### src/rtl/fp12_acc_if.sv
// Handshake bundle between an FP12 product source and fp12_accumulator.
// Carries sum_flags only when FP12_ACC_STICKY_FLAGS_EN is defined.
interface fp12_acc_if #(
   parameter int unsigned CNT_W = 8
);
   logic             in_valid;
   logic             in_ready;
   logic [11:0]      in_data;
   logic             in_last;
   logic             sum_valid;
   logic             sum_ready;
   logic [11:0]      sum_data;
   logic [CNT_W-1:0] sum_count;
`ifdef FP12_ACC_STICKY_FLAGS_EN
   logic [1:0]       sum_flags;

   modport master (output in_valid, in_data, in_last, sum_ready,
                   input  in_ready, sum_valid, sum_data, sum_count, sum_flags);
   modport slave  (input  in_valid, in_data, in_last, sum_ready,
                   output in_ready, sum_valid, sum_data, sum_count, sum_flags);
`else
   modport master (output in_valid, in_data, in_last, sum_ready,
                   input  in_ready, sum_valid, sum_data, sum_count);
   modport slave  (input  in_valid, in_data, in_last, sum_ready,
                   output in_ready, sum_valid, sum_data, sum_count);
`endif
endinterface

### src/rtl/fp12_accumulator.sv
// FP12 (1/5/6, bias 15) running-sum accumulator: ACCEPT -> ALIGN -> NORM (-> HOLD).
// Optional FP12_ACC_STICKY_FLAGS_EN adds sticky {ovf, unf} flags on sum_flags.
module fp12_accumulator #(
   parameter int unsigned CNT_W      = 8,
   parameter int unsigned ALIGN_DROP = 10
) (
   input  logic       clk,
   input  logic       rst_n,
   fp12_acc_if.slave  acc_if
);
   typedef enum logic [1:0] {ACCEPT, ALIGN, NORM, HOLD} state_t;

   localparam logic [4:0] DROP_L = ALIGN_DROP[4:0];

   state_t           state_q, state_d;
   logic [11:0]      term_q, acc_q, sum_data_q;
   logic             last_q;
   logic             sa_q, sb_q;
   logic [9:0]       ma_q, mb_q;
   logic [4:0]       exp_q;
   logic [CNT_W-1:0] cnt_q, sum_count_q, cnt_inc;

   logic [4:0]        ea, eb, diff, big_exp;
   logic [9:0]        man_a, man_b, al_a, al_b;
   logic [10:0]       mag;
   logic              sgn;
   logic [3:0]        lz;
   logic [9:0]        nm;
   logic signed [6:0] ne;
   logic [11:0]       res;
`ifdef FP12_ACC_STICKY_FLAGS_EN
   logic              ovf_w, unf_w, ovf_q, unf_q;
`endif

   // Alignment: the smaller-exponent operand is shifted right, or dropped entirely.
   always_comb begin
      ea      = acc_q[10:6];
      eb      = term_q[10:6];
      man_a   = (ea != '0) ? {1'b1, acc_q[5:0], 3'b000}  : '0;
      man_b   = (eb != '0) ? {1'b1, term_q[5:0], 3'b000} : '0;
      al_a    = man_a;
      al_b    = man_b;
      if (ea >= eb) begin
         diff    = ea - eb;
         big_exp = ea;
         al_b    = (diff >= DROP_L) ? '0 : man_b >> diff;
      end else begin
         diff    = eb - ea;
         big_exp = eb;
         al_a    = (diff >= DROP_L) ? '0 : man_a >> diff;
      end
   end

   // Add/subtract magnitudes, normalise, then flush or saturate.
   always_comb begin
      if (sa_q == sb_q) begin
         mag = {1'b0, ma_q} + {1'b0, mb_q};
         sgn = sa_q;
      end else if (ma_q >= mb_q) begin
         mag = {1'b0, ma_q - mb_q};
         sgn = sa_q;
      end else begin
         mag = {1'b0, mb_q - ma_q};
         sgn = sb_q;
      end
      lz = '0;
      for (int unsigned i = 0; i < 10; i++)
         if (mag[i]) lz = 4'(9 - i);
      if (mag[10]) begin
         nm = mag[10:1];
         ne = $signed({2'b00, exp_q}) + 7'sd1;
      end else begin
         nm = mag[9:0] << lz;
         ne = $signed({2'b00, exp_q}) - $signed({3'b000, lz});
      end
`ifdef FP12_ACC_STICKY_FLAGS_EN
      ovf_w = 1'b0;
      unf_w = 1'b0;
`endif
      if (mag == '0) begin
         res = '0;
      end else if (ne <= 7'sd0) begin
         res = '0;
`ifdef FP12_ACC_STICKY_FLAGS_EN
         unf_w = 1'b1;
`endif
      end else if (ne >= 7'sd30) begin
         res = {sgn, 5'd30, 6'b110000};
`ifdef FP12_ACC_STICKY_FLAGS_EN
         ovf_w = 1'b1;
`endif
      end else begin
         res = {sgn, ne[4:0], 6'(nm >> 3)};
      end
   end

   assign cnt_inc = (cnt_q == '1) ? cnt_q : cnt_q + 1'b1;

   always_ff @(posedge clk or negedge rst_n) begin
      if (!rst_n) state_q <= ACCEPT;
      else        state_q <= state_d;
   end

   always_comb begin
      state_d = state_q;
      case (state_q)
         ACCEPT: if (acc_if.in_valid) state_d = ALIGN;
         ALIGN:  state_d = NORM;
         NORM:   state_d = last_q ? HOLD : ACCEPT;
         HOLD:   if (acc_if.sum_ready) state_d = ACCEPT;
         default: state_d = ACCEPT;
      endcase
   end

   always_comb begin
      acc_if.in_ready  = (state_q == ACCEPT);
      acc_if.sum_valid = (state_q == HOLD);
   end

   always_ff @(posedge clk or negedge rst_n) begin
      if (!rst_n) begin
         term_q      <= '0;
         last_q      <= 1'b0;
         acc_q       <= '0;
         sa_q        <= 1'b0;
         sb_q        <= 1'b0;
         ma_q        <= '0;
         mb_q        <= '0;
         exp_q       <= '0;
         cnt_q       <= '0;
         sum_data_q  <= '0;
         sum_count_q <= '0;
`ifdef FP12_ACC_STICKY_FLAGS_EN
         ovf_q       <= 1'b0;
         unf_q       <= 1'b0;
`endif
      end else begin
         case (state_q)
            ACCEPT: if (acc_if.in_valid) begin
               term_q <= acc_if.in_data;
               last_q <= acc_if.in_last;
            end
            ALIGN: begin
               sa_q  <= acc_q[11];
               sb_q  <= term_q[11];
               ma_q  <= al_a;
               mb_q  <= al_b;
               exp_q <= big_exp;
            end
            NORM: begin
               acc_q <= res;
               cnt_q <= cnt_inc;
`ifdef FP12_ACC_STICKY_FLAGS_EN
               ovf_q <= ovf_q | ovf_w;
               unf_q <= unf_q | unf_w;
`endif
               if (last_q) begin
                  sum_data_q  <= res;
                  sum_count_q <= cnt_inc;
               end
            end
            HOLD: if (acc_if.sum_ready) begin
               acc_q <= '0;
               cnt_q <= '0;
`ifdef FP12_ACC_STICKY_FLAGS_EN
               ovf_q <= 1'b0;
               unf_q <= 1'b0;
`endif
            end
            default: ;
         endcase
      end
   end

   assign acc_if.sum_data  = sum_data_q;
   assign acc_if.sum_count = sum_count_q;
`ifdef FP12_ACC_STICKY_FLAGS_EN
   assign acc_if.sum_flags = {ovf_q, unf_q};
`endif
endmodule

### src/flat_wrapper.sv
// flat-port wrapper written by rule: the top's interface ports become plain ports
module fp12_accumulator_flat 
#(
   parameter int unsigned CNT_W      = 8,
   parameter int unsigned ALIGN_DROP = 10
)
  (clk, rst_n, acc_if_in_valid, acc_if_in_data, acc_if_in_last, acc_if_sum_ready, acc_if_in_ready, acc_if_sum_valid, acc_if_sum_data, acc_if_sum_count);
  fp12_acc_if #(.CNT_W(CNT_W)) acc_if_i ();
  input  logic clk;
  input  logic rst_n;
  input wire logic [$bits(acc_if_i.in_valid)-1:0] acc_if_in_valid;
  input wire logic [$bits(acc_if_i.in_data)-1:0] acc_if_in_data;
  input wire logic [$bits(acc_if_i.in_last)-1:0] acc_if_in_last;
  input wire logic [$bits(acc_if_i.sum_ready)-1:0] acc_if_sum_ready;
  output wire logic [$bits(acc_if_i.in_ready)-1:0] acc_if_in_ready;
  output wire logic [$bits(acc_if_i.sum_valid)-1:0] acc_if_sum_valid;
  output wire logic [$bits(acc_if_i.sum_data)-1:0] acc_if_sum_data;
  output wire logic [$bits(acc_if_i.sum_count)-1:0] acc_if_sum_count;
  assign acc_if_i.in_valid = acc_if_in_valid;
  assign acc_if_i.in_data = acc_if_in_data;
  assign acc_if_i.in_last = acc_if_in_last;
  assign acc_if_i.sum_ready = acc_if_sum_ready;
  assign acc_if_in_ready = acc_if_i.in_ready;
  assign acc_if_sum_valid = acc_if_i.sum_valid;
  assign acc_if_sum_data = acc_if_i.sum_data;
  assign acc_if_sum_count = acc_if_i.sum_count;
  fp12_accumulator #(.CNT_W(CNT_W), .ALIGN_DROP(ALIGN_DROP)) u_core (.clk(clk), .rst_n(rst_n), .acc_if(acc_if_i));
endmodule
### config.mk
export PLATFORM = sky130hd
export DESIGN_NAME = fp12_accumulator_flat
export DESIGN_NICKNAME = d
export VERILOG_FILES = /design/src/rtl/fp12_acc_if.sv /design/src/rtl/fp12_accumulator.sv /design/src/flat_wrapper.sv
export SDC_FILE = /design/constraint.sdc
export NUM_CORES = 1
export LEC_CHECK = 0
export ABC_CLOCK_PERIOD_IN_PS = 8290
export CAP_MARGIN = 20
export CORE_MARGIN = 5
export CORE_UTILIZATION = 60
export DETAILED_ROUTE_END_ITERATION = 8
export DONT_BUFFER_PORTS = 1
export PLACE_DENSITY = 0.82
export SLEW_MARGIN = 10
export SYNTH_ARGS = -nofsm -noshare
export SYNTH_HDL_FRONTEND = slang
export SYNTH_SLANG_ARGS = --single-unit
### constraint.sdc
create_clock -name clk -period 8.29 [get_ports clk]
set_input_delay 1.2435 -clock clk [delete_from_list [all_inputs] [get_ports clk]]
set_output_delay 1.2435 -clock clk [all_outputs]
set_load 0.005 [all_outputs]
* Word-level counts from Yosys, hierarchy flattened
Cells that the tools add are included.
Widths: inputs -> output; s select.
** Word-level totals
- Output and inout bits :: 22
- Flip-flop bits (word level) :: 82
- Input bits :: 17
- Word-level logic and storage cells :: 80
** Cells by class
- Add/subtract/negate cells :: 8
- $lt $le $gt $ge :: 6
- Shift operators :: 3
- Eq/ne operators :: 7
- Reduce and logical (&&, ||, !) cells :: 9
- Multiplexer cells :: 35
** Operator list (number)
- $mux 10 :: 7
- $mux 4 :: 10
- $mux 12 :: 3
- $pmux 12 s2 :: 1
- $mux 11 :: 2
- $shr 10x5->10 :: 2
- $sub 10x10->10 :: 2
- $mux 8 :: 2
- $pmux 8 s2 :: 1
- $add 10x10->11 :: 1
- $logic_not 11->1 :: 1
- $ge 10x10->1 :: 1
- $ge 5x4->1 const B :: 2
- $reduce_bool 5->1 :: 2
- $shl 10x4->9 :: 1
- $sub 5x5->5 :: 2
- $mux 9 :: 1
- $add 8x1->8 const B :: 1
- $eq 8x8->1 const B :: 1
- $pmux 2 s4 :: 1
- $reduce_and 2->1 :: 4
- $ge 7x6->1 const B :: 1
- $le 7x1->1 const B :: 1
- $mux 7 :: 1
- other kinds (12) :: 17

* Depth between registers and ports, before layout
- Word-level depth :: 20
- Mapped depth :: 25
- Gate-level depth less buffers :: 25

* Worst setup path before layout
No wires, ideal clock.
- Path type :: register to register
- From :: reg u_core.mb_q[1]
- To :: reg u_core.sum_data_q[0], in the netlist u_core.acc_if.sum_data[0]
- Setup time :: 0.121 ns
- Path buffers :: 1
- Cell stages (with the launch flop) :: 23
- Arrival time :: 5.062 ns
- Setup slack :: 3.107 ns
- Cell sequence :: dfrtp_1 > inv_1 > fa_1 > o21ba_2 > nor4_1 > o32ai_1 > o221a_2 > a41o_1 > a211oi_2 > clkbuf_1 > nor2_1 > nand2_1 > ha_1 > a21o_1 > a21o_1 > xor2_1 > or4b_2 > o41ai_1 > a31oi_1 > o31ai_4 > nor2_2 > and2_1 > a22o_1
** Between the ends
- Cells in the longest elaborated chain, start to end :: 19
- Elaborated cells between the ends (all ways) :: 26
- Classes of those cells :: 4 x add/sub; 3 x order compare; 1 x shift; 17 x mux; 1 x reduce/logical
** RTL lines
- start, declared :: line fp12_accumulator.sv:19 : logic [9:0] ma_q, mb_q;
- start signal, assigned :: line fp12_accumulator.sv:147 : mb_q <= al_b;
- $ge 10x10->1 :: line fp12_accumulator.sv:59 : end else if (ma_q >= mb_q) begin
- $mux 10 :: line fp12_accumulator.sv:59
- $mux 11 (*) :: line fp12_accumulator.sv:56 : if (sa_q == sb_q) begin
- $mux 4 (10 in series) :: line fp12_accumulator.sv:68 : if (mag[i]) lz = 4'(9 - i);
- $sub 5x4->6 :: line fp12_accumulator.sv:74 : ne = $signed({2'b00, exp_q}) - $signed({3'b000, lz});
- $mux 7 :: line fp12_accumulator.sv:69 : if (mag[10]) begin
- $ge 7x6->1 :: line fp12_accumulator.sv:87 : end else if (ne >= 7'sd30) begin
- $mux 11 :: line fp12_accumulator.sv:87
- $mux 12 :: line fp12_accumulator.sv:82 : end else if (ne <= 7'sd0) begin
- $mux 12 (*) :: line fp12_accumulator.sv:80 : if (mag == '0) begin
- end signal, assigned :: line fp12_accumulator.sv:158 : sum_data_q <= res;
- end, declared :: line fp12_accumulator.sv:16 : logic [11:0] term_q, acc_q, sum_data_q;
Every way passes the cells marked *; elsewhere a longest branch is shown, timed or not.
A chain may end at the register's enable or synchronous reset.

* Final worst setup path
- From :: reg u_core.mb_q[1]
- To :: reg u_core.sum_data_q[1], in the netlist u_core.acc_if.sum_data[1]
Same word-level chain as after synthesis.

==> run_results.csv <==
group,metric,value,unit
synthesis,yosys_warnings,0,
synthesis,yosys-mux-area-fraction,5.34,%
layout,mostFrequentLayoutCell,"nand2_1",
layout,syn2layout_area_growth,5.76,%
placement,port-buffer-count,0,
cts,cts_setup_buffers,0,
setup_path,ff2ff_path_depth,21,
synthesis,synth_adder_area_share,10.2,%
sta,layout_min_cycle_time,6.14,ns
min_path,worst_hold_path.num_cells,1,
setup_path,crit_arrival,6.38,ns
flow_run,max_cap_violations,0,
cts,clock_sink_count,82,
floorplanning,row_count,38,
global_routing,global_route_wire_length_before_repair,29.9,mm
routing,detail_route.drc_violations,0,
cts,resized_gates_after_cts,0,
setup_path,worst_path_largest_cell_delay,0.64,ns
synthesis,yosysSeqAreaShare,30.5,%
cts,ctsRootBufferMaster,"clkbuf_16",
cts,clock_insertion_delay_worst_skew,0.35,ns
sta,maxSlewHeadroom,25.7,%
layout,register_area,2050,µm²
sta,rsz0062_at_grt,"false",
sta,hold_violations,0,
cts,clkSlewWorstSetupHoldPaths,0.06,ns
synthesis,yosys.area_share.simple,17.2,%
placement,placed_cells_incl_taps,887,
cts,tritoncts,"yes",
setup_path,timing.critical_path.to_type,"flip-flop",
synthesis,synth_area,6730,µm²
layout,mostFrequentLayoutCells,"90 x nand2_1, 82 x dfrtp_1, 63 x o21ai_0, 51 x inv_1, 45 x ha_1",
global_routing,grt_usage,28.0,%
synthesis,synthesis.instances,779,
sta,timing_max_transition_violations_final,0,
floorplanning,start_util,61.5,%
synthesis,largest_cells_by_area_after_synthesis,"dfrtp_1 30%, ha_1 8.4%, nand2_1 5.0%",
min_path,hold_class,"flip-flop to flip-flop",
sta,period_share,74.1,%
floorplanning,die_h,116,µm
layout,drive_gt1_share,8.65,%
synthesis,synth_nets,847,
routing,post_drt_wl_per_cell,20.4,µm
synthesis,share_of_flip_flops_with_an_asynchronous_set_or_reset,100,%
floorplanning,floorplan.core_area,10900,µm²
synthesis,synth.avg_cell_area,8.64,µm²
layout,insertedDiodeCount,0,
floorplanning,dieWidth,116,µm
placement,routabilityCongestion,0.976,
layout,layoutNonFillerInstCount,903,
routing,vias_per_cell,6.76,
sta,achievable_freq,163,MHz
layout,nFillCells,870,
setup_path,timing.critical_path.slowest_stage_cell,"or4b_2",
cts,h_tree_level_count,3,
routing,first_iter_violations,586,
cts,post_cts_hold_buffer_count,0,
layout,multi_input_combinational_cell_area,4330,µm²
synthesis,post_synthesis_register_bit_count,82,
outcome,status,"finished, final reports clean",
synthesis,synth_compound_area_share,27.9,%
setup_path,most_frequent_cp_cell,"a21o_1",
synthesis,yosys.area_share.xor_xnor,3.74,%
cts,clockBufferDepth,2,
sta,final.setup_skew,0.00836,ns
sta,tns,0,ns
global_routing,grt_pass1_vias,5917,
global_routing,number_of_antenna_violations_at_the_first_check_in_global_routing,0,
global_routing,grt_max_degree,83,
setup_path,kind_of_start_point_of_the_critical_path,"flip-flop",
synthesis,synth_top_family_by_area,"compound AO/OA/AOI/OAI gates",
placement,dp.final_hpwl,13.6,mm
sta,worst_pin_slew,1.11,ns
layout,nNetsFinal,826,
cts,total_cts_buffers,9,
floorplanning,pin_count,39,
synthesis,postSynth.topFlopCell,"dfrtp_1",
sta,fin_worst_hold_slack,0.510,ns
synthesis,netlist.area_leader.share,30.5,%
floorplanning,die_area,13400,µm²
setup_path,critical_path_required,8.53,ns
synthesis,cell_type_with_the_largest_total_area_after_synthesis,"dfrtp_1",
synthesis,synth_cell_types,85,
routing,total_number_of_vias,6108,
routing,antenna_left,0,
setup_path,cp_cell_sequence,"inv_1 -> fa_1 -> o21ba_2 -> nor4_1 -> o32ai_1 -> nand2b_1 -> a41o_1 -> a211oi_2 -> nor2_1 -> nand2_1 -> ha_1 -> a21o_1 -> a21o_1 -> xor2_1 -> or4b_2 -> o41ai_1 -> a31oi_1 -> o31ai_4 -> nor2_2 -> and2_1 -> a22o_1",
routing,drt_wirelength,18.4,mm
setup_path,timing_worst_setup_path_type,"flip-flop to flip-flop",
synthesis,synth_edf_count,0,
routing,drtPass1Iterations,5,
setup_path,path_max_fanout,13,
global_routing,grt_overflow,0,
sta,setup_viol_count_final,0,
## synthesized netlist by cell type, types with 7 or more instances
cell / instances
nand3_1: 16
a21o_1: 15
mux2_2: 15
o22ai_1: 12
nand2b_1: 12
clkbuf_1: 26
xnor2_1: 19
inv_1: 51
a22o_1: 18
mux2i_1: 19
or4_1: 7
buf_2: 11
a211oi_1: 11
and2_1: 8
nor3_1: 16
nor2_1: 36
o31ai_1: 8
a22oi_1: 8
dfrtp_1: 82
o21ai_1: 7
nor2b_1: 8
nand2_1: 90
ha_1: 45
o21ai_0: 63
a21oi_1: 42
## logic make-up after synthesis
family | after synthesis
XOR/XNOR | 27
multiplexers | 34
adder cells (fa/ha/maj) | 51
buffers and inverters | 89
flip-flops | 82
AO/OA/AOI/OAI | 262
AND/OR/NAND/NOR | 234
## metrics by stage
| stage | area, µm² | setup slack [ns] | util, % |
|---|---|---|---|
| finish | 7120 | 2.15 | 65.1 |
| CTS | 7120 | 2.20 | 65.1 |
| global route | 7120 | 1.74 | 65.1 |
| detailed placement | 6790 | 2.22 | 62.1 |
| global placement | 6790 | 2.38 | 62.1 |
| floorplan | 6730 | 3.11 | - |
## cell type report
cell class                 instances  area share (%)
multi-input combinational        608            60.8
timing repair buffer               5           0.527
clock inverter                     5            1.20
sequential                        82            28.8
tap                              140            2.46
clock buffer                      11            3.41
inverter                          52            2.74
## flip-flops by register name, summed over array words and instances (netlist names)
signal	cells
u_core.exp_q	5
u_core.mb_q	10
u_core.sa_q	1
u_core.acc_if.sum_count	8
u_core.sb_q	1
u_core.cnt_q	8
u_core.acc_if.sum_data	12
u_core.acc_q	12
u_core.last_q	1
u_core.state_q	2
u_core.ma_q	10
u_core.term_q	12
## worst max-delay path, delay by kind of cell, from the launching register on
family / cells / cell delay, ns
and+or+nand+nor: 7 / 2.07
AOI/OAI and AO/OA: 10 / 2.39
DFF: 1 / 0.47
xor gates and xnor gates: 1 / 0.17
adders and majority gates: 2 / 0.77
buffers and inverters: 1 / 0.15
## per-layer routing
metal	routed length [µm]	vias up	track usage, %
met5	0	-	0
met4	609	0	11.8
met3	1030	51	4.28
met2	8920	271	46.3
met1	7880	2964	36.7
li1	-	2822	-
## final timing paths
| check | startpoint | endpoint | slack [ns] |
|---|---|---|---|
| worst max-delay path | u_core.mb_q[1]$_DFFE_PN0N_ | u_core.acc_if.sum_data[1]$_DFFE_PN0P_ | 2.15 |
| worst min-delay path | u_core.term_q[11]$_DFFE_PN0P_ | u_core.term_q[11]$_DFFE_PN0P_ | 0.51 |
| worst max register to register | u_core.mb_q[1]$_DFFE_PN0N_ | u_core.acc_if.sum_data[1]$_DFFE_PN0P_ | 2.15 |
| worst min register to register | u_core.term_q[11]$_DFFE_PN0P_ | u_core.term_q[11]$_DFFE_PN0P_ | 0.51 |
| max in group asynchronous | rst_n | u_core.acc_q[0]$_DFFE_PN0P_ | 7.57 |
| min in group asynchronous | rst_n | u_core.term_q[3]$_DFFE_PN0P_ | 0.59 |
Power is not shown: default switching activity piles up to over one toggle a cycle in this logic, so the estimate is an artifact.
